<file path="src/rtl/serial_deserializer_pkg.sv">
// ---------------------------------------------------------------------------
// serial_pkg
// Shared types and constants for the serial link receive path.
//   state_t    : deserializer FSM states (PARITY only reachable when the
//                SERIAL_DESER_PARITY_EN macro is defined)
//   START_BIT  : line level that opens a frame
//   STOP_BIT   : line level required to close a frame
//   IDLE_LEVEL : level the line rests at between frames
//   clog2()    : bits needed to count 0..value-1
// ---------------------------------------------------------------------------
package serial_pkg;

  typedef enum logic [1:0] {
    IDLE,
    DATA,
    PARITY,
    STOP
  } state_t;

  localparam logic START_BIT  = 1'b1;
  localparam logic STOP_BIT   = 1'b0;
  localparam logic IDLE_LEVEL = 1'b0;

  function automatic int clog2(input int value);
    int result;
    int remaining;
    result    = 0;
    remaining = value - 1;
    while (remaining > 0) begin
      result    = result + 1;
      remaining = remaining >> 1;
    end
    return result;
  endfunction

endpackage

</file>
<file path="src/rtl/serial_deserializer_if.sv">
// ---------------------------------------------------------------------------
// serial_deserializer_if
// Bundles the serial input and the word-wide output handshake of the
// deserializer.
//   inp, inp_valid : serial bit and its qualifier (driven by the link)
//   out, out_valid : received word and its valid flag
//   out_ready      : consumer accepts out when out_valid && out_ready
//   frame_err      : one-cycle pulse, stop bit was wrong
//   overrun        : one-cycle pulse, good word dropped (holding reg full)
//   parity_err     : one-cycle pulse, only when SERIAL_DESER_PARITY_EN
// Modports: master = link/consumer side, slave = deserializer side.
// ---------------------------------------------------------------------------
interface serial_deserializer_if #(
  parameter int WIDTH = 8
);

  logic             inp;
  logic             inp_valid;
  logic [WIDTH-1:0] out;
  logic             out_valid;
  logic             out_ready;
  logic             frame_err;
  logic             overrun;
`ifdef SERIAL_DESER_PARITY_EN
  logic             parity_err;

  modport master (
    output inp, inp_valid, out_ready,
    input  out, out_valid, frame_err, overrun, parity_err
  );

  modport slave (
    input  inp, inp_valid, out_ready,
    output out, out_valid, frame_err, overrun, parity_err
  );
`else
  modport master (
    output inp, inp_valid, out_ready,
    input  out, out_valid, frame_err, overrun
  );

  modport slave (
    input  inp, inp_valid, out_ready,
    output out, out_valid, frame_err, overrun
  );
`endif

endinterface

</file>
<file path="src/rtl/serial_deserializer_word_holding_reg.sv">
// ---------------------------------------------------------------------------
// word_holding_reg
// One-entry output register with valid/ready handshake. A word offered on
// load is taken if the register is empty or being drained in the same
// cycle; otherwise it is dropped and overrun pulses for one cycle.
//   clk, rst_n : clock, synchronous active-low reset
//   load, din  : new word offer
//   ready      : consumer accepts dout when valid && ready
//   dout       : held word (keeps its last value after consumption)
//   valid      : dout holds an unconsumed word
//   overrun    : registered one-cycle drop pulse
// ---------------------------------------------------------------------------
module word_holding_reg #(
  parameter int WIDTH = 8
) (
  input  logic             clk,
  input  logic             rst_n,
  input  logic             load,
  input  logic [WIDTH-1:0] din,
  input  logic             ready,
  output logic [WIDTH-1:0] dout,
  output logic             valid,
  output logic             overrun
);

  // Loading wins over plain consumption: if the old word leaves in the same
  // cycle a new one arrives, valid simply stays high with the new word.
  always_ff @(posedge clk) begin
    if (!rst_n) begin
      dout    <= '0;
      valid   <= 1'b0;
      overrun <= 1'b0;
    end else begin
      overrun <= 1'b0;
      if (load) begin
        if (!valid || ready) begin
          dout  <= din;
          valid <= 1'b1;
        end else begin
          overrun <= 1'b1;
        end
      end else if (valid && ready) begin
        valid <= 1'b0;
      end
    end
  end

endmodule

</file>
<file path="src/rtl/serial_deserializer.sv">
// ---------------------------------------------------------------------------
// serial_deserializer
// Receive end of the single-bit clocked serial link. Frames are
// start(1), WIDTH data bits, [parity], stop(0), every bit qualified by
// inp_valid. Good words go to a one-entry holding register.
// Parameters:
//   WIDTH     : data bits per frame (2..32)
//   MSB_FIRST : 1 = first data bit lands in out[WIDTH-1], 0 = in out[0]
// Ports:
//   clk   : rising-edge clock
//   rst_n : synchronous active-low reset
//   bus   : serial_deserializer_if.slave (inp/inp_valid in, word handshake
//           and error pulses out)
// Optional feature macro: SERIAL_DESER_PARITY_EN adds an even-parity bit
// between data and stop, plus the parity_err pulse.
// ---------------------------------------------------------------------------
module serial_deserializer
  import serial_pkg::*;
#(
  parameter int WIDTH     = 8,
  parameter bit MSB_FIRST = 1'b1
) (
  input  logic               clk,
  input  logic               rst_n,
  serial_deserializer_if.slave bus
);

  localparam int CNT_W = (clog2(WIDTH) < 1) ? 1 : clog2(WIDTH);
  localparam logic [CNT_W-1:0] LAST_BIT = CNT_W'(WIDTH - 1);

  state_t           state_q, state_d;
  logic [CNT_W-1:0] cnt_q, cnt_d;
  logic [WIDTH-1:0] shift_q, shift_d;
  logic             frame_err_q, frame_err_d;
  logic             good_word;
  logic             parity_bad;
  logic [WIDTH-1:0] hold_out;
  logic             hold_valid;
  logic             hold_overrun;

`ifdef SERIAL_DESER_PARITY_EN
  logic par_q, par_d;
  logic parity_err_q, parity_err_d;

  // Even parity: data bits plus the parity bit must XOR to zero.
  assign parity_bad = (^shift_q) ^ par_q;
`else
  assign parity_bad = 1'b0;
`endif

  // State, bit counter, shift register and error pulse registers.
  always_ff @(posedge clk) begin
    if (!rst_n) begin
      state_q     <= IDLE;
      cnt_q       <= '0;
      shift_q     <= {WIDTH{IDLE_LEVEL}};
      frame_err_q <= 1'b0;
`ifdef SERIAL_DESER_PARITY_EN
      par_q        <= 1'b0;
      parity_err_q <= 1'b0;
`endif
    end else begin
      state_q     <= state_d;
      cnt_q       <= cnt_d;
      shift_q     <= shift_d;
      frame_err_q <= frame_err_d;
`ifdef SERIAL_DESER_PARITY_EN
      par_q        <= par_d;
      parity_err_q <= parity_err_d;
`endif
    end
  end

  // Next-state and datapath updates. Every branch is gated by inp_valid so
  // a stalled cycle leaves the frame position untouched.
  always_comb begin
    state_d     = state_q;
    cnt_d       = cnt_q;
    shift_d     = shift_q;
    frame_err_d = 1'b0;
    good_word   = 1'b0;
`ifdef SERIAL_DESER_PARITY_EN
    par_d        = par_q;
    parity_err_d = 1'b0;
`endif
    case (state_q)
      IDLE: begin
        if (bus.inp_valid && bus.inp == START_BIT) begin
          state_d = DATA;
          cnt_d   = '0;
        end
      end
      DATA: begin
        if (bus.inp_valid) begin
          if (MSB_FIRST) begin
            shift_d = {shift_q[WIDTH-2:0], bus.inp};
          end else begin
            shift_d = {bus.inp, shift_q[WIDTH-1:1]};
          end
          cnt_d = cnt_q + 1'b1;
          if (cnt_q == LAST_BIT) begin
`ifdef SERIAL_DESER_PARITY_EN
            state_d = PARITY;
`else
            state_d = STOP;
`endif
          end
        end
      end
`ifdef SERIAL_DESER_PARITY_EN
      PARITY: begin
        if (bus.inp_valid) begin
          par_d   = bus.inp;
          state_d = STOP;
        end
      end
`endif
      STOP: begin
        // A bad stop bit masks any parity problem so only one error pulses.
        if (bus.inp_valid) begin
          state_d = IDLE;
          if (bus.inp != STOP_BIT) begin
            frame_err_d = 1'b1;
          end else if (parity_bad) begin
`ifdef SERIAL_DESER_PARITY_EN
            parity_err_d = 1'b1;
`endif
          end else begin
            good_word = 1'b1;
          end
        end
      end
      default: begin
        state_d = IDLE;
      end
    endcase
  end

  word_holding_reg #(
    .WIDTH (WIDTH)
  ) u_hold (
    .clk     (clk),
    .rst_n   (rst_n),
    .load    (good_word),
    .din     (shift_q),
    .ready   (bus.out_ready),
    .dout    (hold_out),
    .valid   (hold_valid),
    .overrun (hold_overrun)
  );

  assign bus.out       = hold_out;
  assign bus.out_valid = hold_valid;
  assign bus.overrun   = hold_overrun;
  assign bus.frame_err = frame_err_q;
`ifdef SERIAL_DESER_PARITY_EN
  assign bus.parity_err = parity_err_q;
`endif

endmodule

</file>
<file path="src/flat_wrapper.sv">
// flat-port wrapper written by rule: the top's interface ports become plain ports
module serial_deserializer_flat import serial_pkg::*;
#(
  parameter int WIDTH     = 8,
  parameter bit MSB_FIRST = 1'b1
)
  (clk, rst_n, bus_inp, bus_inp_valid, bus_out_ready, bus_out, bus_out_valid, bus_frame_err, bus_overrun);
  serial_deserializer_if #(.WIDTH(WIDTH)) bus_i ();
  input  logic clk;
  input  logic rst_n;
  input wire logic [$bits(bus_i.inp)-1:0] bus_inp;
  input wire logic [$bits(bus_i.inp_valid)-1:0] bus_inp_valid;
  input wire logic [$bits(bus_i.out_ready)-1:0] bus_out_ready;
  output wire logic [$bits(bus_i.out)-1:0] bus_out;
  output wire logic [$bits(bus_i.out_valid)-1:0] bus_out_valid;
  output wire logic [$bits(bus_i.frame_err)-1:0] bus_frame_err;
  output wire logic [$bits(bus_i.overrun)-1:0] bus_overrun;
  assign bus_i.inp = bus_inp;
  assign bus_i.inp_valid = bus_inp_valid;
  assign bus_i.out_ready = bus_out_ready;
  assign bus_out = bus_i.out;
  assign bus_out_valid = bus_i.out_valid;
  assign bus_frame_err = bus_i.frame_err;
  assign bus_overrun = bus_i.overrun;
  serial_deserializer #(.WIDTH(WIDTH), .MSB_FIRST(MSB_FIRST)) u_core (.clk(clk), .rst_n(rst_n), .bus(bus_i));
endmodule
</file>
<file path="config.mk">
export PLATFORM = sky130hd
export DESIGN_NAME = serial_deserializer_flat
export DESIGN_NICKNAME = d
export VERILOG_FILES = /design/src/rtl/serial_deserializer_pkg.sv /design/src/rtl/serial_deserializer_if.sv /design/src/rtl/serial_deserializer_word_holding_reg.sv /design/src/rtl/serial_deserializer.sv /design/src/flat_wrapper.sv
export SDC_FILE = /design/constraint.sdc
export NUM_CORES = 1
export LEC_CHECK = 0
export ABC_AREA = 1
export CAP_MARGIN = 10
export CORE_UTILIZATION = 56
export CTS_CLUSTER_DIAMETER = 40
export DETAILED_ROUTE_END_ITERATION = 8
export PLACE_DENSITY_LB_ADDON = 0.3
export SKIP_LAST_GASP = 1
export SLEW_MARGIN = 20
export SYNTH_ARGS = -nofsm -noshare
export SYNTH_HDL_FRONTEND = slang
export SYNTH_HIERARCHICAL = 1
export SYNTH_SLANG_ARGS = --single-unit
</file>
<file path="constraint.sdc">
create_clock -name clk -period 3.1 [get_ports clk]
set_input_delay 0.465 -clock clk [delete_from_list [all_inputs] [get_ports clk]]
set_output_delay 0.465 -clock clk [all_outputs]
set_load 0.02 [all_outputs]
</file>
[Yosys cells after proc, flatten, opt, wreduce, memory -nomap -nowiden]
Index checks and enable logic that the tools add are counted.
Word-level totals
  register bits after elaboration: 24
  input bits: 5
  output and inout port bits: 11
  logic and storage cells: 46
Operators by class
  add/sub/neg operators: 1
  equal/unequal tests: 8
  muxes and demuxes: 16
  reduce and logical (&&, ||, !) cells: 14
Operators with widths (number)
  1-bit 2-to-1 mux: 8
  2-bit 2-to-1 mux: 4
  2-bit AND reduction: 4
  3-bit 2-to-1 mux: 2
  2-bit != test (second input constant): 3
  2-bit case mux with 3 select lines: 1
  3-bit case mux with 2 select lines: 1
  3-bit AND reduction: 2
  2-bit by 1-bit != test with 1-bit output (second input constant): 2
  4-bit AND reduction: 1
  2-bit nonzero test: 2
  3-bit by 1-bit adder with 3-bit output (second input constant): 1
  3-bit == test (second input constant): 1
  2-bit by 1-bit == test with 1-bit output (second input constant): 1
  2-bit == test (second input constant): 1
  1-bit logical AND: 2
  2-bit logical NOT: 1
  1-bit logical NOT: 1
  1-bit logical OR: 1

[Depth between registers and ports, before layout]
Gate-level depths: netlist of the first run.
  depth in word-level cells: 5
  mapped depth: 7

[Modules after synthesis]
Netlist of the first run, hierarchy kept.
By module, submodules not included
  serial_deserializer: times used 1, cells each 89, area each 629.4 um2, seq. area each 280.3 um2
  word_holding_reg: times used 1, cells each 60, area each 460.4 um2, seq. area each 200.2 um2

[Worst setup path after synthesis of the first run]
No wires, ideal clock.
  path type: input to register
  start: input port bus_inp_valid
  end: register u_core.u_hold.dout[4]
  setup time: 115 ps
  data arrival time: 1143 ps
  data required time: 2985 ps
  setup slack: 1841 ps
  cell stages on the path: 7
  buffers on the path: 2
  cell sequence: inv_1 nor3_1 buf_6 buf_12 nand3_2 nand2_1 nor2_1
Between the ends
  longest elaborated chain between the ends: 3
Ends and longest elaborated chain
  start, declared: RTL line flat_wrapper.sv:12  | input wire logic [$bits(bus_i.inp_valid)-1:0] bus_inp_valid;
  1-bit 2-to-1 mux: RTL line serial_deserializer.sv:120  | if (bus.inp_valid) begin
  1-bit 2-to-1 mux: RTL line serial_deserializer.sv:86  | case (state_q)
  named net u_core.good_word: RTL line serial_deserializer.sv:35  | logic good_word;
  2-bit AND reduction (no source line)
  end signal, assigned: RTL line serial_deserializer_word_holding_reg.sv:37  | dout <= din;
  end, declared: RTL line serial_deserializer_word_holding_reg.sv:21  | output logic [WIDTH-1:0] dout,
The timed path passes the listed nets, and every way through them passes these cells.
A chain may end at the register's enable or synchronous reset.

[Worst setup path after layout of the first run]
  start: register u_core.u_hold.valid
  end: output port bus_out_valid
RTL lines
  start, declared: RTL line serial_deserializer_word_holding_reg.sv:22  | output logic valid,
  start signal, assigned: RTL line serial_deserializer_word_holding_reg.sv:31  | valid <= 1'b0;
  start signal, assigned: RTL line serial_deserializer_word_holding_reg.sv:38  | valid <= 1'b1;
  start signal, assigned: RTL line serial_deserializer_word_holding_reg.sv:43  | valid <= 1'b0;
  end, declared: RTL line flat_wrapper.sv:15  | output wire logic [$bits(bus_i.out_valid)-1:0] bus_out_valid;
No word-level cell between the ends.

==> run summary, run 1 <==
Crit path to: bus_out_valid
Critical Path Fanout Max: 2
CP delay by family, top: buffers and inverters
Mapped Cells: 149
R2r setup slk: 1.81 ns
Initial antenna violation count: 0
Cell taking the most area after synthesis: dfxtp_1
Yosys reg bits: 24
Layout area overhead: 14.9%
Worst R2R Start: u_core/state_q[1]$_SDFFE_PN0P_
Share of layout cells above drive strength 1: 9.76%
Clock latency on the worst-skew pair: 0.30 ns
Tcrit/Tclk final: 57.3%
Vias post-DR: 891
Register area: 480 sq um
Post-synth top area share: 44.1%
Setup TNS: 0 ns
Pwr dens: 415 nW/um^2
DR iter-0 viols: 10
Worst path bufs/invs: 1
Post-CTS Resized: 0
Cell chain of the critical path: clkdlybuf4s50_1
Core ar.: 1780 sq um
Post-Place Worst Slack: 1.19 ns
Filler Cells Inserted: 158
Detailed placement HPWL: 1250 um
Crit path largest cell delay: 0.63 ns
ANT cells: 0
Worst hold path class: register to register
Largest net degree at the start of global routing: 19
Routed Antenna Nets: 0
Number of I/O pins: 16
FF-to-FF path depth: 6
# hold bufs at CTS: 0
Placed cells: 185
Post-synthesis sequential area ratio: 44.1%
Synth warn: 6
Leak: 0.569 nW
Least-Margin Pin Slew: 0.395 ns
CTS tree: built
TritonCTS buffer count: 3
Status: complete, no violations
Port buffer count: 15
Max-slew headroom: 73.6%
Avg Cell Area, Syn: 7.31 sq um
VDD IR max: 0.271 mV
Netlist Area Pre-Place: 1090 sq um
# DRC: 0
Htree depth: 1
Post-CTS Setup Inserts: 0
Worst path depth: 1
Root Driver: clkbuf_4
Clock-pin slew on the worst setup and hold paths: 0.12 ns
CP Data Arrival Time: 1.31 ns
Critical path endpoint category: primary output
Commonest non-fill, non-tap cell in the layout: nand2_1
Die area: 2130 sq um
Hold Slack: 0.478 ns
CP Class: register to primary output
Fmax: 563 MHz
Tmin final: 1.78 ns
WL final: 1710 um
Clk buf depth: 2
Post-route insts no fill: 189
PnR worst setup slack: 1.32 ns
Crit. Startpoint: u_core/u_hold/valid$_SDFFE_PN0P_
Die X: 46.1 um
Layout Nets: 172
Final max-slew violation count: 0
Clock Skews: 0.00444 ns
Die span in y: 46.1 um
Max stage delay cell, worst path: clkdlybuf4s50_1
Area of the multi-input gates: 445 sq um
Initial Util: 61.1%
Top cells by area, synth: dfxtp_1 44%, nand2_1 11%, nor2_1 9.3%
Final core area utilization: 70.2%
Drt wl/cell: 9.04 um
Most frequent cells in the layout: 32 x nand2_1, 27 x nor2_1, 24 x dfxtp_1, 23 x inv_1, 15 x clkdlybuf4s50_1
Startpoint Class: register
Final Setup Violations: 0
Final hold viol count: 0
Global route total overflow: 0
Synth unique cells: 18
Global-route wire length before repair: 2860 um
Number of detailed-route iterations in the first pass: 6
Routability cong.: 0.730
Crit Reg-Reg Endpoint: u_core/u_hold/dout[7]$_SDFFE_PN0P_
Max cap viols: 0
Syn_nets: 156
Drt via density: 4.71
CTS Sinks: 24
RSZ-0062 raised after global routing: no
Via count of the first global-routing pass: 742
Tot GR Track Use: 18.6%
Row count: 15
Critical Path RT: 2.63 ns
## per-stage QoR
step / power (mW) / area, sq um
final: 0.519 / 1250
after floorplan: 0.360 / 1090
after CTS: 0.527 / 1250
after global routing: 0.550 / 1250
after detailed placement: 0.371 / 1220
after global placement: 0.368 / 1220
## cells in the mapped netlist
cell type and instances:
a21oi_1 13, nand2_1 32, nor4_1 1, nor2_4 1, nor3_1 1, nand2_4 2, nor2_1 27, inv_1 23
clkbuf_2 1, dfxtp_1 24, nand3_1 10, buf_6 4, nand3_2 1, nand2_2 3, nor3_2 1, ha_1 2
inv_2 2, buf_12 1
## registers in the layout, summed over array words and instances (netlist names)
register and count:
u_core/shift_q 8, u_core/u_hold/dout 8, u_core/cnt_q 3, u_core/state_q 2
u_core/bus.frame_err 1, u_core/u_hold/overrun 1, u_core/u_hold/valid 1
## power by group
| part | leakage (nW) | switching (mW) | internal, mW | total [mW] |
|---|---|---|---|---|
| Clock | 0.0210 | 0.0843 | 0.0715 | 0.156 |
| Combinational | 0.354 | 0.0262 | 0.0164 | 0.0426 |
| Sequential | 0.194 | 0.00562 | 0.315 | 0.321 |
| Total | 0.569 | 0.116 | 0.403 | 0.519 |
## worst min path at each step
stage                            startpoint                      endpoint  cells past startpoint
4_1_cts        u_core/cnt_q[2]$_SDFFE_PN0P_  u_core/cnt_q[2]$_SDFFE_PN0P_                      2
2_1_floorplan  u_core/cnt_q[1]$_SDFFE_PN0P_  u_core/cnt_q[1]$_SDFFE_PN0P_                      2
5_1_grt        u_core/cnt_q[1]$_SDFFE_PN0P_  u_core/cnt_q[1]$_SDFFE_PN0P_                      2
3_3_place_gp   u_core/cnt_q[1]$_SDFFE_PN0P_  u_core/cnt_q[1]$_SDFFE_PN0P_                      2
3_5_place_dp   u_core/cnt_q[2]$_SDFFE_PN0P_  u_core/cnt_q[2]$_SDFFE_PN0P_                      2
6_report       u_core/cnt_q[2]$_SDFFE_PN0P_  u_core/cnt_q[2]$_SDFFE_PN0P_                      2
## layout make-up
| cell class | instances | area share (%) |
|---|---|---|
| sequential | 24 | 38.4 |
| multi-input combinational | 94 | 35.6 |
| timing repair buffer | 17 | 13.2 |
| inverter | 25 | 7.49 |
| clock buffer | 4 | 2.90 |
| tap | 25 | 2.50 |
## kinds of logic after synthesis
| family | count (synthesis) | share of synthesized area (%) |
|---|---|---|
| flip-flops | 24 | 44.1 |
| adder cells (fa/ha/maj) | 2 | 2.30 |
| AO/OA/AOI/OAI | 13 | 5.97 |
| buffers and inverters | 31 | 15.0 |
| AND/OR/NAND/NOR | 79 | 32.6 |
## per-layer routing
metal	up-vias	track usage, %	share of wire, %
met3	4	2.35	2.3
li1	480	-	-
met1	394	21.6	47
met4	0	8.24	1.3
met2	13	33.8	49
met5	-	0	0
(Power assumes the default switching activity.)
==> run 2, diff against run 1 <==
- CORE_UTILIZATION: 56 -> 52
- clock period: 3.1 -> 1.7 ns (I/O delays scaled with it)
==> run 2 against run 1 <==
Flip-flop and latch count stayed put; die area rose by 7.4%; sequential share of layout area down 0.53 points; largest power group unchanged; largest cell class unchanged; cell count is 2.1% higher.
==> run summary, run 2 (synthesized netlist as in run 1, its figures left out) <==
Crit path largest cell delay: 0.62 ns (about the same)
Root Driver: clkbuf_4
TritonCTS buffer count: 3 (unchanged)
Routability cong.: 0.723 (-0.97%)
Die X: 47.8 um (+3.6%)
Design Power: 0.965 mW (+86%)
Number of I/O pins: 16 (unchanged)
WL final: 1760 um (+2.9%)
Largest regs: u_core/shift_q (8), u_core/u_hold/dout (8), u_core/cnt_q (3)
Clk buf depth: 2 (unchanged)
Global route total overflow: 0 (unchanged)
Die span in y: 47.8 um (+3.6%)
Final max-slew violation count: 0 (unchanged)
Port buffer count: 15 (unchanged)
Routed Antenna Nets: 0 (unchanged)
Commonest non-fill, non-tap cell in the layout: nand2_1
Largest net degree at the start of global routing: 19 (unchanged)
Tmin final: 1.57 ns
Max cap viols: 0 (unchanged)
Worst R2R Start: u_core/state_q[1]$_SDFFE_PN0P_
Detailed placement HPWL: 1270 um (+1.3%)
Drt wl/cell: 9.11 um (+0.79%)
Vias post-DR: 894 (+0.34%)
# DRC: 0 (unchanged)
Post-CTS Setup Inserts: 0 (unchanged)
Initial Util: 55.5% (-5.6 points)
Final core area utilization: 64.7% (-5.5 points)
Pwr dens: 760 nW/um^2 (+83%)
Tcrit/Tclk final: 92.6%
Leak: 0.579 nW (+1.7%)
HP Start: u_core/cnt_q[2]$_SDFFE_PN0P_
Startpoint Class: register
Number of detailed-route iterations in the first pass: 4 (-2)
ANT cells: 0 (unchanged)
Least-Margin Pin Slew: 0.238 ns (-0.157 ns)
RSZ-0062 raised after global routing: no
Drt via density: 4.63 (-1.7%)
Critical Path Fanout Max: 2 (unchanged)
Setup TNS: 0 ns (unchanged)
Max-slew headroom: 84.0% (+10 points)
CTS tree: built
CP Class: register to primary output
Row count: 16 (+1)
Most frequent cells in the layout: 32 x nand2_1, 27 x nor2_1, 24 x dfxtp_1, 23 x inv_1, 15 x clkdlybuf4s50_1
Final hold viol count: 0 (unchanged)
Worst hold path class: register to register
Final Setup Violations: 0 (unchanged)
Die area: 2280 sq um (+7.4%)
Max stage delay cell, worst path: clkdlybuf4s50_1
VDD IR max: 0.388 mV (+43%)
Clock Skews: 0.00509 ns (+0.000645 ns)
Initial antenna violation count: 0 (unchanged)
CP delay by family, top: buffers and inverters
Clock latency on the worst-skew pair: 0.31 ns (about the same)
Layout area overhead: 16.5%
Htree depth: 1 (unchanged)
CTS Sinks: 24 (unchanged)
Worst path bufs/invs: 1 (unchanged)
Share of layout cells above drive strength 1: 10.8% (+1.1 points)
Critical Path RT: 1.44 ns (-1.19 ns)
Cell chain of the critical path: clkdlybuf4s50_1
Crit. Startpoint: u_core/u_hold/valid$_SDFFE_PN0P_
Global-route wire length before repair: 2750 um (-3.8%)
CP Data Arrival Time: 1.32 ns (about the same)
Post-CTS Resized: 0 (unchanged)
Layout Nets: 174 (+1.2%)
# hold bufs at CTS: 0 (unchanged)
Tot GR Track Use: 17.6% (-1.0 points)
DR iter-0 viols: 23 (+13)
Fmax: 635 MHz
Status: complete, no violations
Clock-pin slew on the worst setup and hold paths: 0.13 ns (about the same)
Core ar.: 1960 sq um (+10%)
Critical path endpoint category: primary output
Hold Slack: 0.477 ns (-0.000948 ns)
Via count of the first global-routing pass: 698 (-5.9%)
run 2: cell count changes in the layout (fill, tap and decap cells not counted):
cell	change
buf_4	+2
run 2: per-layer routing:
metal	vias up	part of all wire [%]	wire length, um	track usage (%)
met5	-	0	0	0
met4	0	1.8	31	8.33
met3	5	3.2	57	4.53
met2	25	48	839	29.7
met1	378	47	830	20.7
li1	486	-	-	-
run 2: area by class of cell:
class	count	area [sq um]
inverters	25	93.8
well taps	27	33.8
repair buffers	19	180
multi-input cells	94	445
flip-flops and latches	24	480
clock buffers	4	36.3
fillers	185	692
run 2: worst paths after layout:
| kind | to | slack (ns) | cells past startpoint |
|---|---|---|---|
| max reg2reg | u_core/u_hold/dout[3]$_SDFFE_PN0P_ | 0.43 | 6 |
| min reg2reg | u_core/cnt_q[2]$_SDFFE_PN0P_ | 0.48 | 2 |
| max | bus_out_valid | 0.13 | 1 |
| min | u_core/cnt_q[2]$_SDFFE_PN0P_ | 0.48 | 2 |
run 2: metrics by stage:
step	setup slack, ns	cells	instance area, sq um
2_1_floorplan	0.522	149	1090
3_3_place_gp	0.148	189	1230
6_report	0.125	193	1270
4_1_cts	0.114	193	1270
5_1_grt	0.0509	193	1270
3_5_place_dp	0.107	189	1230
run 2: power breakdown:
group          total (mW)  internal, mW  switching (mW)
clock               0.299         0.131           0.168
sequential          0.586         0.575          0.0104
combinational      0.0800        0.0330          0.0470
==> run 3, diff against run 2 <==
==> constraint.sdc (replaced) <==
create_clock -name clk -period 1.52 [get_ports clk]
set_input_delay 0.228 -clock clk [delete_from_list [all_inputs] [get_ports clk]]
set_output_delay 0.228 -clock clk [all_outputs]
set_load 0.1 [all_outputs]
==> run 3 against run 2 <==
Combinational power grew 16%; global-route usage rose by 0.32 points; first-iteration DRC count fell by 30%; sequential share of layout area is 3.1 points lower; register-to-register slack lost 0.15 ns; count of clock-buffer cells in the layout stayed put; non-clock buffer count rose by 1; die area is the same; clock skew down 0.0012 ns; critical path type is now register to register; critical endpoint is now u_core/u_hold/dout[6]$_SDFFE_PN0P_; largest cell class unchanged; largest power group unchanged; highest routed layer unchanged.
==> run summary, run 3 (synthesized netlist as in run 1, its figures left out) <==
Clk buf depth: 2 (unchanged)
CP Data Arrival Time: 1.46 ns (+0.14 ns)
Setup TNS: 0 ns (unchanged)
Routability cong.: 0.732 (+1.3%)
Core ar.: 1960 sq um (unchanged)
Max cap viols: 0 (unchanged)
Row count: 16 (unchanged)
Global route total overflow: 0 (unchanged)
Sw Pwr: 0.251 mW (+11%)
DR iter-0 viols: 16 (-30%)
Final hold viol count: 0 (unchanged)
Critical Path RT: 1.74 ns (+0.30 ns)
Via count of the first global-routing pass: 726 (+4.0%)
TritonCTS buffer count: 3 (unchanged)
Fmax: 806 MHz
Global-route wire length before repair: 2860 um (+3.7%)
Largest net degree at the start of global routing: 19 (unchanged)
Final Setup Violations: 0 (unchanged)
Detailed placement HPWL: 1370 um (+8.6%)
Switching part of the total: 23.3% (-0.12 points)
CTS Sinks: 24 (unchanged)
Clock Skews: 0.00388 ns (-0.00121 ns)
WL met1: 848 um (+2.2%)
Final max-slew violation count: 0 (unchanged)
Die span in y: 47.8 um (unchanged)
Sequential share of power: 60.7% (about the same)
Drt wl/cell: 9.69 um (+6.3%)
Worst R2R Start: u_core/state_q[0]$_SDFFE_PN0P_
Critical path endpoint category: register
Drt via density: 4.80 (+3.6%)
Critical Path Fanout Max: 17 (+15)
Least-Margin Pin Slew: 0.220 ns (-0.0183 ns)
ANT cells: 0 (unchanged)
Pwr dens: 777 nW/um^2 (+2.3%)
Vias post-DR: 931 (+4.1%)
Met3 WL: 54 um (-5.3%)
Worst hold path class: register to register
CTS tree: built
# DRC: 0 (unchanged)
Layout Nets: 175 (+0.57%)
Most frequent cells in the layout: 32 x nand2_1, 27 x nor2_1, 23 x inv_1, 23 x dfxtp_1, 13 x a21oi_1
Largest regs: u_core/shift_q (8), u_core/u_hold/dout (8), u_core/cnt_q (3)
Tmin final: 1.24 ns
Max-slew headroom: 85.3% (+1.3 points)
FF-to-FF path depth: 6 (unchanged)
Status: complete, no violations
Layout area overhead: 27.4%
# hold bufs at CTS: 0 (unchanged)
RSZ-0062 raised after global routing: no
Clock-pin slew on the worst setup and hold paths: 0.12 ns (about the same)
Die area: 2280 sq um (unchanged)
Clock latency on the worst-skew pair: 0.31 ns (about the same)
Htree depth: 1 (unchanged)
Top sig layer: met4
Crit. Startpoint: u_core/state_q[0]$_SDFFE_PN0P_
Root Driver: clkbuf_4
Startpoint Class: register
Crit Reg-Reg Endpoint: u_core/u_hold/dout[6]$_SDFFE_PN0P_
VDD IR max: 0.605 mV (+56%)
Commonest non-fill, non-tap cell in the layout: nand2_1
WL final: 1880 um (+6.8%)
R2r setup slk: 0.28 ns (-0.15 ns)
P_int: 0.828 mW (+12%)
Die X: 47.8 um (unchanged)
Metal2 WL: 941 um (+12%)
Comb power frac: 8.6% (+0.3 points)
Tot GR Track Use: 17.9% (+0.32 points)
Tcrit/Tclk final: 81.7%
Initial Util: 55.5% (unchanged)
Number of detailed-route iterations in the first pass: 4 (unchanged)
Number of I/O pins: 16 (unchanged)
Crit path to: u_core/u_hold/dout[6]$_SDFFE_PN0P_
Post-CTS Resized: 0 (unchanged)
Clock power share: 30.7% (-0.3 points)
Leak: 0.636 nW (+9.9%)
Routed Antenna Nets: 0 (unchanged)
CP Class: register to register
Post-CTS Setup Inserts: 0 (unchanged)
Hold Slack: 0.481 ns (+0.00392 ns)
Final core area utilization: 70.8% (+6.1 points)
Initial antenna violation count: 0 (unchanged)
Share of layout cells above drive strength 1: 18.6% (+7.7 points)
Port buffer count: 15 (unchanged)
## run 3: power by group through the flow
stage	sequential (mW)	clock (mW)	combinational [mW]
finish	0.655	0.331	0.0925
global route	0.658	0.365	0.105
CTS	0.655	0.339	0.0932
detailed placement	0.669	0	0.0917
global placement	0.668	0	0.0890
floorplan	0.666	0	0.0672
## run 3: worst min-delay path by stage
stage	endpoint	cells after the start	slack (ns)	start
2_1_floorplan	u_core/bus.frame_err$_SDFF_PN0_	2	0.39	bus_inp
5_1_grt	u_core/cnt_q[1]$_SDFFE_PN0P_	2	0.53	u_core/cnt_q[1]$_SDFFE_PN0P_
3_5_place_dp	u_core/cnt_q[2]$_SDFFE_PN0P_	2	0.47	u_core/cnt_q[2]$_SDFFE_PN0P_
6_report	u_core/cnt_q[1]$_SDFFE_PN0P_	2	0.48	u_core/cnt_q[1]$_SDFFE_PN0P_
4_1_cts	u_core/cnt_q[2]$_SDFFE_PN0P_	2	0.49	u_core/cnt_q[2]$_SDFFE_PN0P_
3_3_place_gp	u_core/cnt_q[1]$_SDFFE_PN0P_	2	0.45	u_core/cnt_q[1]$_SDFFE_PN0P_
## run 3: layout make-up
type | count | area [sq um]
timing repair buffer | 20 | 298
multi-input combinational | 94 | 445
clock buffer | 4 | 36.3
sequential | 24 | 482
fill | 169 | 573
tap | 27 | 33.8
inverter | 25 | 93.8
## run 3: critical path, cell delays in order, from the launching register on
cell and delay (ns):
dfxtp_1 0.46, nand2_1 0.11, nor3_1 0.14, buf_4 0.24
nand3_1 0.10, nand2_1 0.07, nor2_1 0.04
## run 3: stage by stage
stage / instances / instance area, sq um / worst slack, ns / total power, mW
after floorplan: 149 / 1090 / 0.267 / 0.733
after global placement: 190 / 1350 / 0.0495 / 0.757
after detailed placement: 190 / 1350 / 0.0361 / 0.761
after CTS: 194 / 1390 / 0.284 / 1.09
after global routing: 194 / 1390 / 0.122 / 1.13
final: 194 / 1390 / 0.279 / 1.08
## run 3: metal layers
metal | global-route usage, % | vias to the layer above
met4 | 10.6 | 0
met3 | 3.77 | 4
met1 | 21.2 | 421
met5 | 0 | -
met2 | 29.7 | 21
li1 | - | 485
